File: src/rtl/uart_pkg.sv
// -----------------------------------------------------------------------------
// uart_pkg
//   Shared types and constants for the UART transmit path.
//   BYTE_W      : width of one serial data byte
//   txq_state_t : launch controller states of uart_tx_queue
// -----------------------------------------------------------------------------
package uart_pkg;

    localparam int unsigned BYTE_W = 8;

    typedef enum logic [1:0] {
        Q_IDLE   = 2'd0,
        Q_LAUNCH = 2'd1,
        Q_WAIT   = 2'd2
    } txq_state_t;

endpackage

File: src/rtl/sync_fifo.sv
// -----------------------------------------------------------------------------
// sync_fifo
//   Single-clock FIFO with registered head (no fall-through); reusable by the
//   UART RX path.
// Ports:
//   clk, rst_n : clock, asynchronous active-low reset
//   clear      : synchronous empty (pointers and count), wins over push/pop
//   push       : store wr_data (ignored when full)
//   pop        : drop head entry (ignored when empty)
//   wr_data    : entry to store
//   rd_data    : current head entry (undefined when empty)
//   full/empty : count == DEPTH / count == 0
//   count      : entries currently stored
// -----------------------------------------------------------------------------
module sync_fifo #(
    parameter  int unsigned WIDTH  = 8,
    parameter  int unsigned DEPTH  = 16,
    localparam int unsigned ADDR_W = $clog2(DEPTH)
) (
    input  logic              clk,
    input  logic              rst_n,
    input  logic              clear,
    input  logic              push,
    input  logic              pop,
    input  logic [WIDTH-1:0]  wr_data,
    output logic [WIDTH-1:0]  rd_data,
    output logic              full,
    output logic              empty,
    output logic [ADDR_W:0]   count
);

    logic [WIDTH-1:0]  mem_q [DEPTH];
    logic [ADDR_W-1:0] wr_ptr_q, wr_ptr_d;
    logic [ADDR_W-1:0] rd_ptr_q, rd_ptr_d;
    logic [ADDR_W:0]   count_q, count_d;
    logic              do_push;
    logic              do_pop;

    assign full    = (count_q == (ADDR_W+1)'(DEPTH));
    assign empty   = (count_q == '0);
    assign count   = count_q;
    assign rd_data = mem_q[rd_ptr_q];

    // A full queue drops the write even when a pop happens in the same cycle.
    assign do_push = push & ~full & ~clear;
    assign do_pop  = pop & ~empty & ~clear;

    always_comb begin
        wr_ptr_d = wr_ptr_q;
        rd_ptr_d = rd_ptr_q;
        count_d  = count_q;
        if (clear) begin
            wr_ptr_d = '0;
            rd_ptr_d = '0;
            count_d  = '0;
        end else begin
            // Power-of-two depth: pointers wrap naturally.
            if (do_push) wr_ptr_d = wr_ptr_q + ADDR_W'(1);
            if (do_pop)  rd_ptr_d = rd_ptr_q + ADDR_W'(1);
            case ({do_push, do_pop})
                2'b10:   count_d = count_q + (ADDR_W+1)'(1);
                2'b01:   count_d = count_q - (ADDR_W+1)'(1);
                default: count_d = count_q;
            endcase
        end
    end

    always_ff @(posedge clk or negedge rst_n) begin
        if (!rst_n) begin
            wr_ptr_q <= '0;
            rd_ptr_q <= '0;
            count_q  <= '0;
        end else begin
            wr_ptr_q <= wr_ptr_d;
            rd_ptr_q <= rd_ptr_d;
            count_q  <= count_d;
        end
    end

    // Storage needs no reset; entries are only read after being written.
    always_ff @(posedge clk) begin
        if (do_push) begin
            mem_q[wr_ptr_q] <= wr_data;
        end
    end

endmodule

File: src/rtl/uart_tx_queue.sv
// -----------------------------------------------------------------------------
// uart_tx_queue
//   Byte queue and launch controller in front of the UART transmitter. Bytes
//   pushed on wr_en are buffered and handed to the transmitter one at a time:
//   one trmt strobe per byte, then wait for tx_done before the next launch.
// Ports:
//   clk, rst_n : clock, asynchronous active-low reset
//   wr_en      : push wr_data (dropped and flagged as overflow when full)
//   wr_data    : byte to queue
//   flush      : clear queue contents and overflow (in-flight byte completes)
//   clr_ovf    : clear overflow only (a simultaneous overflowing write wins)
//   full/empty : queue full / empty
//   count      : queued bytes, excluding the one in flight
//   overflow   : sticky, a write was attempted while full
//   busy       : a byte is in flight or the queue is non-empty
//   trmt       : one-cycle launch strobe to the transmitter
//   tx_data    : byte for the transmitter, held until the next launch
//   tx_done    : transmitter done level, cleared by it on accepted trmt
// -----------------------------------------------------------------------------
module uart_tx_queue
    import uart_pkg::*;
#(
    parameter  int unsigned DEPTH  = 16,
    localparam int unsigned ADDR_W = $clog2(DEPTH)
) (
    input  logic              clk,
    input  logic              rst_n,
    input  logic              wr_en,
    input  logic [BYTE_W-1:0] wr_data,
    input  logic              flush,
    input  logic              clr_ovf,
    output logic              full,
    output logic              empty,
    output logic [ADDR_W:0]   count,
    output logic              overflow,
    output logic              busy,
    output logic              trmt,
    output logic [BYTE_W-1:0] tx_data,
    input  logic              tx_done
);

    txq_state_t        state_q, state_d;
    logic [BYTE_W-1:0] tx_data_q, tx_data_d;
    logic              overflow_q, overflow_d;
    logic [BYTE_W-1:0] head_data;
    logic              fifo_push;
    logic              fifo_pop;

    // Flush wins over a same-cycle write, and also holds off a launch so
    // the cleared queue cannot leak a stale head byte.
    assign fifo_push = wr_en & ~flush;
    assign fifo_pop  = (state_q == Q_IDLE) & ~empty & ~flush;

    sync_fifo #(
        .WIDTH (BYTE_W),
        .DEPTH (DEPTH)
    ) u_fifo (
        .clk     (clk),
        .rst_n   (rst_n),
        .clear   (flush),
        .push    (fifo_push),
        .pop     (fifo_pop),
        .wr_data (wr_data),
        .rd_data (head_data),
        .full    (full),
        .empty   (empty),
        .count   (count)
    );

    always_comb begin
        state_d   = state_q;
        tx_data_d = tx_data_q;
        unique case (state_q)
            Q_IDLE: begin
                if (fifo_pop) begin
                    state_d   = Q_LAUNCH;
                    tx_data_d = head_data;
                end
            end
            Q_LAUNCH: begin
                // tx_done still reflects the previous byte here; ignore it.
                state_d = Q_WAIT;
            end
            Q_WAIT: begin
                if (tx_done) state_d = Q_IDLE;
            end
            default: state_d = Q_IDLE;
        endcase
    end

    always_comb begin
        overflow_d = overflow_q;
        if (flush) begin
            overflow_d = 1'b0;
        end else if (wr_en && full) begin
            overflow_d = 1'b1;
        end else if (clr_ovf) begin
            overflow_d = 1'b0;
        end
    end

    always_ff @(posedge clk or negedge rst_n) begin
        if (!rst_n) begin
            state_q    <= Q_IDLE;
            tx_data_q  <= '0;
            overflow_q <= 1'b0;
        end else begin
            state_q    <= state_d;
            tx_data_q  <= tx_data_d;
            overflow_q <= overflow_d;
        end
    end

    // trmt decoded straight from the state register keeps it glitch-free.
    assign trmt     = (state_q == Q_LAUNCH);
    assign tx_data  = tx_data_q;
    assign overflow = overflow_q;
    assign busy     = (state_q != Q_IDLE) | ~empty;

endmodule
File: config.mk
export PLATFORM = sky130hd
export DESIGN_NAME = uart_tx_queue
export DESIGN_NICKNAME = d
export VERILOG_FILES = /design/src/rtl/uart_pkg.sv /design/src/rtl/sync_fifo.sv /design/src/rtl/uart_tx_queue.sv
export SDC_FILE = /design/constraint.sdc
export NUM_CORES = 1
export LEC_CHECK = 0
export ABC_CLOCK_PERIOD_IN_PS = 3100
export CORE_MARGIN = 1.5
export CORE_UTILIZATION = 35
export CTS_BUF_LIST = sky130_fd_sc_hd__clkbuf_8
export CTS_CLUSTER_SIZE = 30
export DETAILED_ROUTE_END_ITERATION = 16
export GPL_TIMING_DRIVEN = 0
export HOLD_SLACK_MARGIN = 0.02
export PLACE_DENSITY = 0.57
export SLEW_MARGIN = 15
export SYNTH_ARGS = -nofsm -noshare
export SYNTH_HDL_FRONTEND = slang
export SYNTH_SLANG_ARGS = --single-unit
File: constraint.sdc
create_clock -name clk -period 3.1 [get_ports clk]
set_input_delay 0.465 -clock clk [delete_from_list [all_inputs] [get_ports clk]]
set_output_delay 0.465 -clock clk [all_outputs]
set_load 0.1 [all_outputs]
* After elaboration in Yosys (flattened, before gate mapping)
Memories as Yosys holds them, arrays and structs flattened. A register that Yosys moved wholly into a read port is not among the register bits. Index checks and enable logic that the tools add are counted.
Operators by class: add/sub/neg operators 4, equal/unequal tests 7, multiplexer cells 14, bitwise logic cells 11, reductions and logical operators 11
Operator list (number):
- 2-to-1 mux 4 bit | 4
- case mux 5 bit (2 select lines) | 1
- adder 4 x 1 -> 4 bit (second input constant) | 2
- AND 1 bit | 7
- case mux 2 bit (3 select lines) | 1
- nonzero test 2 bit | 3
- nonzero test 3 bit | 2
- adder 5 x 1 -> 5 bit (second input constant) | 1
- equality test 5 bit (second input constant) | 1
- zero test 5 bit | 1
- 2-to-1 mux 1 bit | 5
- 2-to-1 mux 5 bit | 1
- subtractor 5 x 1 -> 5 bit (second input constant) | 1
- equality test 2 x 1 -> 1 bit (second input constant) | 2
- equality test 2 bit (second input constant) | 2
- 2-to-1 mux 2 bit | 2
- AND reduction 2 bit | 2
- inverter 1 bit | 3
- zero test 2 bit | 1
- != test 2 x 1 -> 1 bit (second input constant) | 1
- != test 2 bit (second input constant) | 1
- logical AND 1 bit | 1
- zero test 1 bit | 1
- bitwise OR 1 bit | 1
Word-level totals: register bits 16, bits in writable memories 128, input port bits 14, output and inout bits 18, logic and storage cells 53, memories 1
Memory list:
- u_fifo.mem_q | words 16, bits a word 8, rd ports 1, clocked after memory_dff 1, write ports 1, RTL line sync_fifo.sv:32 | logic [WIDTH-1:0] mem_q [DEPTH];

* Logic depth before layout (Yosys ltp)
Gate-level depths: netlist of the first run.
depth after elaboration 9, gate-level depth with buffers 10, depth with buffers taken out 9

* Cells and area by module
A second synthesis of the first run with hierarchy kept.
Second synthesis, totals: cells, all modules 379, area total of the unflattened synthesis 6294.8 um2
By module, submodules not included:
- sync_fifo | instances 1, cells each 349, area each 5853.1 um2, sequential area each 4169.0 um2
- uart_tx_queue | instances 1, cells each 30, area each 441.7 um2, sequential area each 275.3 um2

* Worst setup path after synthesis of the first run
No wires, ideal clock.
path type flip-flop to output port, start point reg u_fifo.count_q[1], in the netlist u_fifo.count[1], end point out busy, data arrival time 3939 ps, data required time 2635 ps, slack -1304 ps, cell stages (with the launch flop) 5, path buffers 1, cells stage by stage dfrtp_1 buf_6 or4_4 nor2_1 nand2_1
On the way: longest elaborated chain between the ends 3
RTL lines:
- start: declaration | RTL line sync_fifo.sv:35 | logic [ADDR_W:0] count_q, count_d;
- start signal: assignment | RTL line sync_fifo.sv:76 | count_q <= count_d;
- zero test 5 bit | RTL line sync_fifo.sv:40 | assign empty = (count_q == '0);
- via empty | RTL line uart_tx_queue.sv:33 | output logic empty,
- inverter 1 bit | RTL line uart_tx_queue.sv:118 | assign busy = (state_q != Q_IDLE) | ~empty;
- bitwise OR 1 bit | RTL line uart_tx_queue.sv:118
- end: declaration | RTL line uart_tx_queue.sv:36 | output logic busy,
The timed path passes the listed nets, and every way through them passes these cells.

* Final worst setup path of the first run
start point reg u_fifo.count_q[1], in the netlist u_fifo.count[1], end point out full
On the way: longest elaborated chain between the ends 1
RTL lines:
- equality test 5 bit | RTL line sync_fifo.sv:39 | assign full = (count_q == (ADDR_W+1)'(DEPTH));
- end: declaration | RTL line uart_tx_queue.sv:32 | output logic full,
Every way passes these cells.

==> results of run 1 <==
==> what timing repair did <==
item | 4_1_cts | 5_1_grt
setup endpoints to repair | 3 | 1
resized for setup | 3 | 2
hold endpoints to repair | 1 | 0
hold buffers | 1 | 0
==> cell families (layout without fill, tap and decap cells) <==
logic type                 count (synthesis)  after routing
DFF                                      152            152
muxes                                     51             51
adders and majority gates                  7              7
xor gates and xnor gates                   7              7
and+or+nand+nor                           62             62
buffers and inverters                     23             87
AOI/OAI and AO/OA                         21             21
==> where the power goes <==
part | switching, W | internal, W
clock | 0.000759 | 0.000553
sequential | 0.0000944 | 0.00235
combinational | 0.00150 | 0.000794
total | 0.00235 | 0.00370
==> final cells by class <==
cell class	count	area share, %
plain buffers	14	0.943
clock buffers	17	3.27
clock inverters	15	1.45
inverters	9	0.472
multi-input cells	148	23.5
flip-flops and latches	152	62.1
well taps	225	3.93
repair buffers	32	4.35
==> routing by layer <==
layer / vias up / share of wire [%]
met3: 12 / 2.9
li1: 1391 / -
met2: 44 / 49
met4: 0 / 1.3
met1: 1612 / 47
met5: - / 0
==> stage by stage <==
step	instances	instance area, sq um	hold WS [ns]	setup TNS [ns]	worst slack, ns
CTS	612	7150	0.515	0	0.0479
global route	612	7160	0.535	0	0.00518
detailed placement	579	6810	0.496	-0.158	-0.158
global placement	579	6810	0.489	-0.133	-0.133
floorplan	323	6220	0.169	0	0.0164
finish	612	7160	0.509	0	0.0862
==> worst reg2reg max path, stage by stage (launching register included) <==
cell      delay, ns
dfrtp_2        0.41
buf_6          0.14
o41a_1         0.46
a211oi_4       0.34
xor2_1         0.11
ha_1           0.23
or3_2          0.41
a21oi_1        0.15
mux2i_1        0.11
a221o_1        0.31
==> registers in the layout, indices dropped and copies added, names as in the netlist <==
register / flops
u_fifo.mem_q: 128
u_fifo.wr_ptr_q: 4
state_q: 2
tx_data: 8
u_fifo.rd_ptr_q: 4
overflow: 1
u_fifo.count: 5
==> cell usage in the layout, fill, tap and decap left out, types with 7 or more instances in the layout <==
cell type,synthesis,layout
edfxtp_1,128,128
mux4_2,40,40
clkdlybuf4s50_1,0,27
dfrtp_1,24,22
nor2_1,22,20
clkbuf_8,0,17
and2_1,12,12
inv_1,9,9
mux2_2,8,8
buf_2,6,7
nand2_1,8,7
ha_1,7,7
==> synthesized netlist by cell type <==
cell type	number	area [sq um]
or3_1	2	12.5
a21oi_1	5	25.0
o21ai_0	5	25.0
or3_4	1	11.3
a21boi_0	1	7.51
ha_1	7	87.6
clkbuf_1	6	22.5
o21ai_1	1	5.00
nor2b_1	3	18.8
edfxtp_1	128	3840
buf_6	1	11.3
buf_2	6	30.0
dfrtp_1	24	601
xor2_1	3	26.3
mux2i_1	3	30.0
o31ai_1	1	7.51
nand2_1	8	30.0
inv_1	9	33.8
a221o_1	2	20.0
nor4_1	5	31.3
nand2b_1	1	6.26
or3_2	2	15.0
xnor2_1	4	35.0
mux2_2	8	90.1
nand3_1	1	5.00
a31oi_4	1	21.3
a21o_1	1	7.51
a2bb2oi_1	1	8.76
nand3b_1	1	7.51
a31o_2	1	8.76
o41a_1	1	11.3
or4_4	1	11.3
nor2_1	22	82.6
mux4_2	40	901
a211oi_2	1	12.5
buf_1	1	3.75
and3_1	1	6.26
and2_1	12	75.1
nor4b_1	1	8.76
nand4_1	1	6.26
==> how the worst min path moves through the flow <==
stage | end | slack (ns) | cells after the start
after global routing | tx_data[1]$_DFFE_PN0P_ | 0.53 | 1
after global placement | tx_data[0]$_DFFE_PN0P_ | 0.49 | 1
after floorplan | overflow$_DFFE_PN0P_ | 0.17 | 0
final | tx_data[7]$_DFFE_PN0P_ | 0.51 | 1
after detailed placement | tx_data[0]$_DFFE_PN0P_ | 0.50 | 1
after CTS | tx_data[0]$_DFFE_PN0P_ | 0.51 | 1
==> flow_summary_export.csv, run 1 <==
group,metric,value,unit
place,numPortBuffers,31,
timing,worstMarginPinSlew,0.995,ns
route,first_pass_iters,4,
global_routing,antenna_found_initial,0,
worst_setup_path,cp_data_required_time,2.63,ns
final_layout,multi_input_area,1680,sq um
worst_setup_path,worstReg2RegEnd,"u_fifo.count[4]$_DFFE_PN0P_",
timing,finalCritPeriodShare,97.2,%
final_layout,area_delta_synth_final,15.5,%
worst_setup_path,slowest_delay,0.86,ns
clock_network,clkTransAtPathRegs,0.08,ns
hold_path,hp-class,"reg -> reg",
die,rows,48,
timing,fmax,332,MHz
timing,finClkSkew,0.0128,ns
worst_setup_path,worstSetupPathType,"reg -> out",
place,dp.final_hpwl,8050,um
synthesis,netlist_instances,323,
global_routing,grt_pass1_wl,18600,um
power_and_ir_drop,power_density,845,nW/um^2
worst_setup_path,cp-startpoint,"u_fifo.count[1]$_DFFE_PN0P_",
synthesis,syn-cell-area,6200,sq um
place,gp_congestion,0.710,
worst_setup_path,cp_num_buf_inv,2,
clock_network,cts_buffers,17,
timing,setup_viol,0,
final_layout,fin_util,41.4,%
clock_network,clockRootBuffer,"clkbuf_8",
timing,rsz0062_at_grt,"false",
route,drtIter0Drc,210,
worst_setup_path,start_kind,"flop",
global_routing,grtUsageMet2,22.8,%
final_layout,drive_above_1_share,25.1,%
synthesis,ys_ff_latch,152,
die,start_util,35.9,%
synthesis,synth_top_family_by_area,"multiplexers",
clock_network,htreeDepth,4,
hold_path,hp-start,"tx_data[7]$_DFFE_PN0P_",
route,route.detailed.wl_per_inst,19.8,um
power_and_ir_drop,leakage,2.33,nW
synthesis,synthAdderAreaFrac,1.41,%
clock_network,cts_sinks,152,
final_layout,nNetsFinal,395,
final_layout,fillers,1575,
clock_network,cts_setup_buffers,0,
global_routing,grt_max_degree,25,
route,viasPerCell,5.00,
worst_setup_path,path_cells,"buf_6 -> or4_4 -> nor2_2 -> dlygate4sd2_1",
synthesis,synth_nets,344,
global_routing,grtUsageTotal,14.5,%
route,ant_nets,0,
synthesis,yosys_warnings,0,
global_routing,grt_pass1_vias,3084,
route,drc,0,
synthesis,synth_compound_area_share,2.58,%
clock_network,clk_latency,0.45,ns
synthesis,synthXorXnorAreaFrac,0.988,%
outcome,status,"complete, no violations",
clock_network,clock_path_buffers,2,
die,die_area,18500,sq um
die,core,17300,sq um
synthesis,synth_cell_types,40,
worst_setup_path,endpoint,"full",
worst_setup_path,critical_path.top_delay_family,"buffers and inverters",
synthesis,synthMuxAreaShare,16.5,%
timing,report.final.slew_viol_count,0,
worst_setup_path,arrival,2.55,ns
timing,hold_viol_final,0,
synthesis,synth_simple_gate_area_share,5.28,%
synthesis,ys_seq_area_share,71.6,%
global_routing,met3_usage,3.91,%
flow_run,maxCapViolations,0,
worst_setup_path,critPathMaxFanout,9,
worst_setup_path,r2r_start,"u_fifo.count[1]$_DFFE_PN0P_",
worst_setup_path,cp.depth,4,
final_layout,antenna_cells,0,
global_routing,grt_overflow,0,
synthesis,syn_area_per_cell,19.2,sq um
die,die_h,136,um
die,die_w,136,um
clock_network,cts_tree,"yes",
worst_setup_path,ff2ff_setup_slack,0.32,ns
final_layout,seqCellArea,4450,sq um
worst_setup_path,slowest_stage,"dlygate4sd2_1",
die,pin_count,32,
global_routing,grt_busiest_layer,"met2",
power_and_ir_drop,ir_drop,0.672,mV
power_and_ir_drop,power,0.00605,W
global_routing,met1_usage,19.5,%
timing,slew_headroom,33.4,%
timing,min_period,3.01,ns
route,vias,3059,
route,wirelength,12100,um
worst_setup_path,endpoint_kind,"output pin",
worst_setup_path,rr_worst_depth,9,
Note: power is estimated with default switching activity, not from simulation.
==> run 2, diff against run 1 <==
- CAP_MARGIN: not set -> 0
- CORE_ASPECT_RATIO: not set -> 0.7
==> flow_summary_export.csv, run 2 (synthesis results as in run 1) <==
group,metric,value,unit
die,core,17300,sq um
global_routing,grt_pass1_wl,19800,um
global_routing,grt_pass1_vias,3124,
die,die_h,114,um
place,dp_cells,585,
worst_setup_path,critPathMaxFanout,5,
final_layout,layout_commonest_cell,"edfxtp_1",
timing,slew_headroom,34.6,%
route,ant_nets,0,
timing,hold_viol_final,0,
die,rows,40,
place,gp_congestion,0.769,
timing,rsz0062_at_grt,"false",
clock_network,clockRootBuffer,"clkbuf_8",
global_routing,grt_max_degree,25,
timing,finClkSkew,0.0175,ns
global_routing,antenna_found_initial,0,
route,vias,3132,
die,die_area,18500,sq um
timing,finalCritPeriodShare,93.1,%
final_layout,drive_above_1_share,26.4,%
clock_network,clk_latency,0.44,ns
clock_network,clock_path_buffers,2,
die,start_util,35.9,%
power_and_ir_drop,ir_drop,0.428,mV
clock_network,clkTransAtPathRegs,0.09,ns
place,numPortBuffers,31,
timing,hold_ws,0.0126,ns
global_routing,grt_overflow,0,
timing,report.final.slew_viol_count,0,
place,dp.final_hpwl,8740,um
final_layout,stdcell_count,617,
clock_network,cts_tree,"yes",
clock_network,cts_sinks,152,
outcome,status,"complete, no violations",
worst_setup_path,cp_data_required_time,3.43,ns
die,die_w,162,um
power_and_ir_drop,leakage,2.34,nW
route,route.detailed.wl_per_inst,20.9,um
timing,fmax,347,MHz
final_layout,fin_util,41.7,%
route,wirelength,12900,um
power_and_ir_drop,power_density,869,nW/um^2
worst_setup_path,start_kind,"input port",
clock_network,htreeDepth,4,
clock_network,cts_buffers,17,
route,drtIter0Drc,266,
flow_run,maxCapViolations,0,
route,first_pass_iters,4,
worst_setup_path,arrival,3.21,ns
final_layout,antenna_cells,0,
hold_path,hp-class,"in -> async",
clock_network,ctsHoldBuffers,0,
final_layout,largest_register,"u_fifo.mem_q",
global_routing,grtUsageTotal,15.2,%
clock_network,cts_setup_buffers,0,
final_layout,largest_reg_flops,128,
worst_setup_path,endpoint_kind,"flop",
timing,min_period,2.88,ns
final_layout,nNetsFinal,394,
route,drc,0,
worst_setup_path,worstSetupPathType,"in -> reg",
final_layout,area_delta_synth_final,16.1,%
timing,setup_viol,0,
worst_setup_path,r2r_start,"u_fifo.count[0]$_DFFE_PN0P_",
die,pin_count,32,
final_layout,most-common-layout-cells,"edfxtp_1, mux4_2, clkdlybuf4s50_1, dfrtp_1, nor2_1",
worst_setup_path,cp-startpoint,"flush",
timing,worstMarginPinSlew,0.977,ns
route,viasPerCell,5.08,
==> run 2: final timing paths <==
path                       slack, ns                     endpoint  cells after the start
min reg2reg                     0.52       tx_data[0]$_DFFE_PN0P_                      1
max in group asynchronous       2.67  u_fifo.count[2]$_DFFE_PN0P_                      1
max                             0.22  u_fifo.count[4]$_DFFE_PN0P_                      9
min in group clk                0.52       tx_data[0]$_DFFE_PN0P_                      1
min                             0.01  u_fifo.count[1]$_DFFE_PN0P_                      1
max reg2reg                     0.26  u_fifo.count[4]$_DFFE_PN0P_                      8
==> run 2: report_power, final <==
part	internal, W	total (W)	switching [W]
sequential	0.00235	0.00246	0.000107
clock	0.000717	0.00148	0.000763
combinational	0.000791	0.00232	0.00153
total	0.00386	0.00626	0.00240
==> run 2: what timing repair did <==
item | in CTS | in global routing
endpoints found under the setup margin | 3 | 3
resized for setup | 3 | 6
pin swaps | 0 | 1
cloned | 0 | 0
==> run 2: final cells by class <==
class,instances,area (sq um)
Clock buffer,17,234
Clock inverter,15,153
Multi-Input combinational cell,148,1680
Timing Repair Buffer,31,294
Tap cell,231,289
Inverter,9,33.8
Fill cell,1544,10100
Buffer,14,67.6
Sequential cell,152,4450
==> run 2: layer usage <==
layer  routed length, um  track usage (%)  up-vias  share of wire (%)
met4                  91             3.85        0               0.70
met1                6550             23.3     1656                 51
met3                 788             4.89        8                6.1
met2                5490             20.9       77                 43
li1                    -                -     1391                  -
met5                   0                0        -                  0
==> run 2: worst max-delay path, cell delays in order <==
cell	delay (ns)
clkdlybuf4s50_1	0.53
or3_1	0.46
a211oi_4	0.36
xor2_1	0.12
ha_1	0.24
or3_2	0.41
a21oi_1	0.15
mux2i_1	0.15
a221o_1	0.33
==> run 2: per-stage QoR <==
stage                     cell area (sq um)  total power [W]  setup TNS (ns)  setup WS (ns)
final                                  7200          0.00626               0          0.215
after floorplan                        6220          0.00424               0         0.0164
after global placement                 6820          0.00482          -0.197         -0.197
after global routing                   7200          0.00654               0         0.0217
after CTS                              7200          0.00629               0         0.0706
after detailed placement               6810          0.00485          -0.240         -0.240
